==> src/rtl/rc_pwm_generator.sv <==
// RC servo pulse-train generator: one programmable-width high pulse at the start
// of every fixed-length frame, with width changes applied only at frame boundaries.
module rc_pwm_generator #(
  parameter int FRAME_PERIOD  = 20000,
  parameter int MIN_PULSE     = 1000,
  parameter int MAX_PULSE     = 2000,
  parameter int NEUTRAL_PULSE = 1500,
  parameter int COUNTER_WIDTH = 15
) (
  input  logic                     clock_i,
  input  logic                     reset_i,
  input  logic                     enable_i,
  input  logic                     load_i,
  input  logic [COUNTER_WIDTH-1:0] width_i,
  output logic                     output_pin_o,
  output logic                     frame_start_o,
  output logic                     clamped_o
);

  typedef enum logic [1:0] {IDLE, PULSE, GAP} state_t;

  localparam logic [COUNTER_WIDTH-1:0] LP_LAST    = COUNTER_WIDTH'(FRAME_PERIOD - 1);
  localparam logic [COUNTER_WIDTH-1:0] LP_MIN     = COUNTER_WIDTH'(MIN_PULSE);
  localparam logic [COUNTER_WIDTH-1:0] LP_MAX     = COUNTER_WIDTH'(MAX_PULSE);
  localparam logic [COUNTER_WIDTH-1:0] LP_NEUTRAL = COUNTER_WIDTH'(NEUTRAL_PULSE);
  localparam logic [COUNTER_WIDTH-1:0] LP_ONE     = {{(COUNTER_WIDTH-1){1'b0}}, 1'b1};

  function automatic logic [COUNTER_WIDTH-1:0] clamp_width(input logic [COUNTER_WIDTH-1:0] w);
    if (w < LP_MIN)      return LP_MIN;
    else if (w > LP_MAX) return LP_MAX;
    else                 return w;
  endfunction

  function automatic logic out_of_range(input logic [COUNTER_WIDTH-1:0] w);
    return (w < LP_MIN) || (w > LP_MAX);
  endfunction

  state_t                   r_state;
  logic [COUNTER_WIDTH-1:0] r_counter;
  logic [COUNTER_WIDTH-1:0] r_pending_width;
  logic [COUNTER_WIDTH-1:0] r_active_width;
  logic                     r_pin;
  logic                     r_frame_start;
  logic                     r_clamped;

  state_t                   w_next_state;
  logic [COUNTER_WIDTH-1:0] w_next_counter;
  logic                     w_next_pin;
  logic                     w_start;
  logic [COUNTER_WIDTH-1:0] w_load_width;

  assign w_load_width = clamp_width(width_i);

  always_comb begin
    w_next_state   = r_state;
    w_next_counter = r_counter;
    w_next_pin     = 1'b0;
    w_start        = 1'b0;
    case (r_state)
      IDLE: begin
        w_next_counter = '0;
        w_start        = enable_i;
      end
      PULSE: begin
        w_next_counter = r_counter + LP_ONE;
        w_next_pin     = 1'b1;
        if (r_counter == (r_active_width - LP_ONE)) begin
          w_next_state = GAP;
          w_next_pin   = 1'b0;
        end
      end
      GAP: begin
        // enable_i only matters on the final cycle, so frames are never cut short
        if (r_counter == LP_LAST) begin
          w_next_counter = '0;
          if (enable_i) w_start = 1'b1;
          else          w_next_state = IDLE;
        end else begin
          w_next_counter = r_counter + LP_ONE;
        end
      end
      default: begin
        w_next_state   = IDLE;
        w_next_counter = '0;
      end
    endcase
    if (w_start) begin
      w_next_state   = PULSE;
      w_next_counter = '0;
      w_next_pin     = 1'b1;
    end
  end

  always_ff @(posedge clock_i) begin
    if (reset_i) begin
      r_state         <= IDLE;
      r_counter       <= '0;
      r_pin           <= 1'b0;
      r_frame_start   <= 1'b0;
      r_clamped       <= 1'b0;
      r_pending_width <= LP_NEUTRAL;
      r_active_width  <= LP_NEUTRAL;
    end else begin
      r_state       <= w_next_state;
      r_counter     <= w_next_counter;
      r_pin         <= w_next_pin;
      r_frame_start <= w_start;
      if (load_i) begin
        r_pending_width <= w_load_width;
        r_clamped       <= out_of_range(width_i);
      end
      // a load landing on the start edge bypasses pending and hits this frame
      if (w_start) r_active_width <= load_i ? w_load_width : r_pending_width;
    end
  end

  assign output_pin_o  = r_pin;
  assign frame_start_o = r_frame_start;
  assign clamped_o     = r_clamped;

endmodule

==> config.mk <==
export PLATFORM = sky130hd
export DESIGN_NAME = rc_pwm_generator
export DESIGN_NICKNAME = d
export VERILOG_FILES = /design/src/rtl/rc_pwm_generator.sv
export SDC_FILE = /design/constraint.sdc
export NUM_CORES = 1
export LEC_CHECK = 0
export ABC_AREA = 1
export BUFFER_PORTS_ARGS = -buffer_cell sky130_fd_sc_hd__buf_2
export CAP_MARGIN = 30
export CORE_MARGIN = 1.5
export CORE_UTILIZATION = 40
export DETAILED_ROUTE_END_ITERATION = 10
export HOLD_SLACK_MARGIN = 0.1
export PLACE_DENSITY_LB_ADDON = 0.25
export SYNTH_ARGS = -nofsm -noshare
export SYNTH_HDL_FRONTEND = slang
export SYNTH_SLANG_ARGS = --single-unit
==> constraint.sdc <==
create_clock -name clock_i -period 2 [get_ports clock_i]
set_input_delay 0.2 -clock clock_i [delete_from_list [all_inputs] [get_ports clock_i]]
set_output_delay 0.2 -clock clock_i [all_outputs]
set_load 0.01 [all_outputs]
Yosys cells after proc, flatten, opt, wreduce, memory -nomap -nowiden. Index checks and enable logic that the tools add are counted.

Multipliers: 0. Mux-type cells: 16. $add $sub $neg: 2. Equal/unequal tests: 11. Bitwise operators: 1. Divide/modulo/power cells: 0. Reduce and logical (&&, ||, !) cells: 5. Order comparisons: 2. Shift-type cells: 0.

Operator list (number): $mux 15 (4); $pmux 15 s2 (1); $add 15x1->15 const B (1); $eq 15x15->1 (1); $eq 15x15->1 const B (1); $gt 15x11->1 const B (1); $lt 15x10->1 const B (1); $sub 15x1->15 const B (1); $ne 3x3->1 const B (3); $ne 2x2->1 const B (4); $reduce_and 4->1 (2); $mux 1 (6); $mux 2 (3); $pmux 2 s3 (1); $eq 2x1->1 const B (1); $eq 2x2->1 const B (1); $logic_not 2->1 (1); $pmux 1 s2 (1); $reduce_or 2->1 (1); $logic_or 1x1->1 (1); $not 1->1 (1).

Bits in latches: 0. Input bits: 19. Memories: 0. ROM bits: 0. Memory bits (writable): 0. Register bits: 50.

Depth between registers and ports, before layout.
Word-level depth: 5. Mapped depth: 16. Mapped depth without buffers: 16.

Least setup slack after synthesis. Ideal clock, no wire load.

Path type: reg2reg. Start point: register r_counter[0]. End point: register r_active_width[2]. Library setup time: 0.115 ns. Stages on the path, launching flop included: 15. Setup slack: 0.395 ns. Required time: 1.885 ns. Arrival time: 1.490 ns. Cells stage by stage: dfxtp_1 -> ha_1 -> nand2_1 -> nor2_2 -> nand2_2 -> clkinv_2 -> nand3_2 -> nor3_2 -> nand3_2 -> nand2_4 -> nand2_4 -> clkinv_2 -> nand2_1 -> o21ai_0 -> inv_1.

Longest elaborated chain between the ends: 3.

RTL lines: from (decl) (RTL line 39) `logic [COUNTER_WIDTH-1:0] r_counter;`; from (signal assigned) (RTL line 105) `r_counter <= w_next_counter;`; $eq 15x15->1 (RTL line 74) `if (r_counter == LP_LAST) begin`; $mux 1 (RTL line 74); $pmux 1 s2 (RTL line 59) `case (r_state)`; to (signal assigned) (RTL line 113) `if (w_start) r_active_width <= load_i ? w_load_width : r_pending_width;`; to (decl) (RTL line 41) `logic [COUNTER_WIDTH-1:0] r_active_width;`.

Every way passes these cells. A chain may end at the register's enable or synchronous reset.

Worst setup path in the final report.
Start point: register r_counter[1]. End point: register r_active_width[5].

The elaborated chain is that of the path after synthesis.

==> report_table.html <==
<table>
<tr><th>Metric</th><th>Value</th></tr>
<tr><th colspan="2">Power and ir drop</th></tr>
<tr><td>Max VDD drop</td><td>412.2 uV</td></tr>
<tr><td>Leakage component of the power</td><td>1.308 nW</td></tr>
<tr><td>Power density of the placed cells</td><td>740.6 mW/mm^2</td></tr>
<tr><td>Final Power</td><td>2.233 mW</td></tr>
<tr><th colspan="2">Critical path</th></tr>
<tr><td>Critical path data arrival time</td><td>2030 ps</td></tr>
<tr><td>R2R depth</td><td>12</td></tr>
<tr><td>Required time of the critical path</td><td>2180 ps</td></tr>
<tr><td>Reg2Reg Capture Point</td><td>r_active_width[5]</td></tr>
<tr><td>CP cell instances</td><td>ha_1 &gt; nand2_1 &gt; nor2_2 &gt; nand2_2 &gt; clkinv_2 &gt; nand3_2 &gt; nor3_2 &gt; nand3_2 &gt; nand2_4 &gt; nor2_4 &gt; inv_1 &gt; o22ai_1</td></tr>
<tr><td>CP max-delay cell</td><td>dfxtp_1</td></tr>
<tr><td>Maximum fanout encountered on the critical timing path</td><td>8</td></tr>
<tr><td>Kind of end point of the critical path</td><td>flip-flop</td></tr>
<tr><td>Slowest Stage Delay on Critical Path</td><td>390 ps</td></tr>
<tr><td>Most frequent CP cell</td><td>nand3_2</td></tr>
<tr><td>Worst Setup Path Type</td><td>reg -&gt; reg</td></tr>
<tr><td>Startpoint of the worst register-to-register path</td><td>r_counter[1]</td></tr>
<tr><td>Kind of start point of the critical path</td><td>flip-flop</td></tr>
<tr><td>Reg2reg setup slack</td><td>150 ps</td></tr>
<tr><th colspan="2">Floorplan</th></tr>
<tr><td>Floorplan die width</td><td>85.18 um</td></tr>
<tr><td>Placeable core region</td><td>0.006422 mm^2</td></tr>
<tr><td>IO Count</td><td>22</td></tr>
<tr><td>Die footprint</td><td>0.007256 mm^2</td></tr>
<tr><td>Number of core rows</td><td>29</td></tr>
<tr><td>Floorplan die height</td><td>85.18 um</td></tr>
<tr><td>Starting density of the core</td><td>42.06%</td></tr>
<tr><th colspan="2">Place</th></tr>
<tr><td>Placed cell count</td><td>469</td></tr>
<tr><td>Estimated wirelength of the detail-placed design</td><td>4.583 mm</td></tr>
<tr><td>Number of buffers inserted by port buffering</td><td>21</td></tr>
<tr><td>DP Worst Slack</td><td>76.00 ps</td></tr>
<tr><td>Instance area at placement</td><td>0.002868 mm^2</td></tr>
<tr><td>Global placer's final weighted congestion</td><td>0.8445</td></tr>
<tr><th colspan="2">Run status</th></tr>
<tr><td>Status</td><td>complete, but fails checks</td></tr>
<tr><td>Failing checks</td><td>design-rule violations</td></tr>
<tr><th colspan="2">Timing</th></tr>
<tr><td>Worst setup slack after layout</td><td>148.4 ps</td></tr>
<tr><td>Worst slew pin tran</td><td>354.2 ps</td></tr>
<tr><td>Count of final hold-check violations</td><td>0</td></tr>
<tr><td>Post-route fraction of the period consumed by the critical path</td><td>92.58%</td></tr>
<tr><td>Total of endpoints with negative setup slack in the final report</td><td>0</td></tr>
<tr><td>Final min period</td><td>1852 ps</td></tr>
<tr><td>Setup repair after global routing missed its margin</td><td>true</td></tr>
<tr><td>Relative slew slack</td><td>76.36%</td></tr>
<tr><td>Setup TNS</td><td>0 ps</td></tr>
<tr><td>Slew Viols, Final</td><td>0</td></tr>
<tr><td>Fmax</td><td>540.1 MHz</td></tr>
<tr><td>Worst Clk Skew</td><td>10.56 ps</td></tr>
<tr><th colspan="2">CTS</th></tr>
<tr><td>CTS clk-pin slew, worst paths</td><td>90 ps</td></tr>
<tr><td>Master cell of the clock root buffer</td><td>clkbuf_8</td></tr>
<tr><td>Clock Tree Buf Depth</td><td>2</td></tr>
<tr><td>Clock latency of the later-clocked register in the worst-skew pair</td><td>300 ps</td></tr>
<tr><td>Post-CTS setup buffers</td><td>0</td></tr>
<tr><td>CTS tree</td><td>built</td></tr>
<tr><td>Total clock buffers created by CTS</td><td>5</td></tr>
<tr><td>Clock sinks</td><td>50</td></tr>
<tr><td>H-tree level count</td><td>2</td></tr>
<tr><th colspan="2">Final layout</th></tr>
<tr><td>Post-route standard cell area excluding fillers</td><td>0.003015 mm^2</td></tr>
<tr><td>Synthesis-to-layout area growth</td><td>11.63%</td></tr>
<tr><td>Fraction of layout cells with a size suffix above 1</td><td>17.25%</td></tr>
<tr><td>Number of fill cells in the layout</td><td>628</td></tr>
<tr><td>Number of non-filler instances in the completed layout</td><td>477</td></tr>
<tr><td>NumNets Final</td><td>423</td></tr>
<tr><td>Antenna cell count</td><td>0</td></tr>
<tr><th colspan="2">Global route</th></tr>
<tr><td>Via count of the first global-routing pass</td><td>2174</td></tr>
<tr><td>First-pass GRT wire length</td><td>9.742 mm</td></tr>
<tr><td>Antenna violations before repair</td><td>0</td></tr>
<tr><td>Congestion Overflow GR</td><td>0</td></tr>
<tr><td>All-Layer GR Usage</td><td>16.97%</td></tr>
<tr><td>Largest net degree at the start of global routing</td><td>17</td></tr>
<tr><th colspan="2">Yosys</th></tr>
<tr><td>Gate count of the mapped netlist</td><td>376</td></tr>
<tr><td>Post-Synthesis Mean Instance Area</td><td>7.184 um^2</td></tr>
<tr><td>Yosys synthesis warning count</td><td>0</td></tr>
<tr><td>Combined area of all synthesized cells</td><td>0.002701 mm^2</td></tr>
<tr><td>Sequential area share after synthesis</td><td>37.05%</td></tr>
<tr><td>Net count after synthesis</td><td>400</td></tr>
<tr><td>Number of distinct library cells after synthesis</td><td>37</td></tr>
<tr><td>Flop and latch count out of synthesis</td><td>50</td></tr>
<tr><th colspan="2">Min path</th></tr>
<tr><td>Hold Path Cell Cnt</td><td>3</td></tr>
<tr><td>HP Class</td><td>in -&gt; reg</td></tr>
<tr><td>Worst-case hold path end point</td><td>r_pending_width[2]</td></tr>
<tr><td>Worst hold start</td><td>width_i[2]</td></tr>
<tr><th colspan="2">Drt</th></tr>
<tr><td>Post-DR vias/cell</td><td>4.883</td></tr>
<tr><td>Wire per inst</td><td>12.00 um</td></tr>
<tr><td>Number of nets still failing antenna checks after routing</td><td>0</td></tr>
<tr><td>Post-route DRC violation count</td><td>1</td></tr>
<tr><td>First-iteration detailed-routing DRC count</td><td>168</td></tr>
<tr><td>DRT Pass-1 Iters</td><td>8</td></tr>
<tr><td>Via Count</td><td>2329</td></tr>
<tr><td>Drt total wl</td><td>5.726 mm</td></tr>
<tr><th colspan="2">Flow run</th></tr>
<tr><td>Max-capacitance violation count</td><td>0</td></tr>
</table>
through the flow:
stage | util (%) | hold WS, ps
2_1_floorplan | - | 299.9
3_3_place_gp | 44.65 | 450.1
3_5_place_dp | 44.65 | 457.5
4_1_cts | 46.80 | 136.6
5_1_grt | 46.95 | 167.5
6_report | 46.95 | 146.5
area by class of cell:
cell class / count / area, um^2 / share of cell area, %
Clock buffer: 5 / 68.82 / 2.282
Multi-Input combinational cell: 264 / 1449 / 48.05
Timing Repair Buffer: 23 / 120.1 / 3.983
Tap cell: 77 / 96.34 / 3.195
Sequential cell: 50 / 1002 / 33.24
Clock inverter: 3 / 68.82 / 2.282
Inverter: 55 / 210.2 / 6.971
power breakdown:
group,total [mW],leakage (nW),switching (mW),internal [mW]
Combinational,0.334,0.833,0.218,0.116
Sequential,1.06,0.407,0.0247,1.04
Clock,0.839,0.0683,0.338,0.501
Total,2.23,1.31,0.581,1.65
critical path, delay by kind of cell (launching register included):
family	cells	cell delay [ps]
adders and majority gates	1	190
DFF	1	390
and+or+nand+nor	8	730
buffers and inverters	2	290
AOI/OAI and AO/OA	1	120
Yosys cell counts:
cell / count / share of area (%)
nand2_1: 87 / 12
nor2_1: 57 / 7.9
dfxtp_1: 50 / 37
inv_1: 49 / 6.8
xor2_1: 14 / 4.5
nand3_1: 13 / 2.4
o21ai_0: 12 / 2.2
a21oi_1: 8 / 1.5
nand4_1: 7 / 1.6
nor2_2: 6 / 1.4
nor3_1: 6 / 1.1
ha_1: 5 / 2.3
nand3_2: 5 / 1.9
xnor2_1: 5 / 1.6
a22oi_2: 4 / 1.9
inv_2: 4 / 0.56
nor3_2: 4 / 1.5
o21ai_2: 4 / 1.3
o22ai_1: 4 / 0.93
a22oi_1: 3 / 0.83
buf_6: 3 / 1.3
clkbuf_1: 3 / 0.42
nand3b_1: 3 / 0.83
clkinv_2: 2 / 0.37
nand2_2: 2 / 0.46
nand2_4: 2 / 0.83
nor2_4: 2 / 0.83
nor3b_1: 2 / 0.56
or2_1: 2 / 0.46
a31oi_1: 1 / 0.23
a41oi_1: 1 / 0.32
buf_2: 1 / 0.19
nor4_2: 1 / 0.46
o2111ai_1: 1 / 0.32
o21a_1: 1 / 0.28
o22a_1: 1 / 0.32
o31ai_2: 1 / 0.46
sequential cells by signal, summed over array words and instances (netlist names):
name	flops
output_pin_o	1
frame_start_o	1
r_active_width	15
r_pending_width	15
r_state	2
r_counter	15
clamped_o	1
cells by family (layout without fill, tap and decap cells):
group	after synthesis	count (layout)	synth area share, %
compound gates	41	41	10.56
buf+inv	62	86	9.587
xor+xnor	19	19	6.160
fa+ha+maj	5	5	2.316
flops	50	50	37.05
simple gates	199	199	34.32
worst max-delay path by stage:
stage,from,endpoint,slack (ps)
floorplan,r_counter[0],r_active_width[2],390
global placement,r_counter[0],r_counter[2],170
detailed placement,r_counter[0],r_counter[2],80
CTS,r_counter[0],r_counter[2],50
global route,r_counter[1],r_active_width[5],-6
finish,r_counter[1],r_active_width[5],150
layer usage:
layer  up-vias  part of all wire (%)  track usage [%]
met5         -                     0                0
met4         0                   1.3            4.173
met3         8                   4.2            4.475
met2        33                    46            27.78
met1      1053                    48            22.34
li1       1235                     -                -
cell usage in the layout, fill, tap and decap left out, types with 5 or more instances in the layout:
master / synthesis / routed
a21oi_1: 8 / 8
buf_2: 1 / 21
clkbuf_8: 0 / 5
dfxtp_1: 50 / 49
ha_1: 5 / 5
inv_1: 49 / 49
nand2_1: 87 / 87
nand3_1: 13 / 13
nand4_1: 7 / 7
nor2_1: 57 / 57
nor2_2: 6 / 6
nor3_1: 6 / 6
o21ai_0: 12 / 12
xnor2_1: 5 / 5
xor2_1: 14 / 14
timing repair:
action | in CTS | in global routing
resized for setup | 0 | 3
setup endpoints to repair | 0 | 13
hold buffers | 0 | 0
No activity file was read; power rests on OpenSTA's default activity.
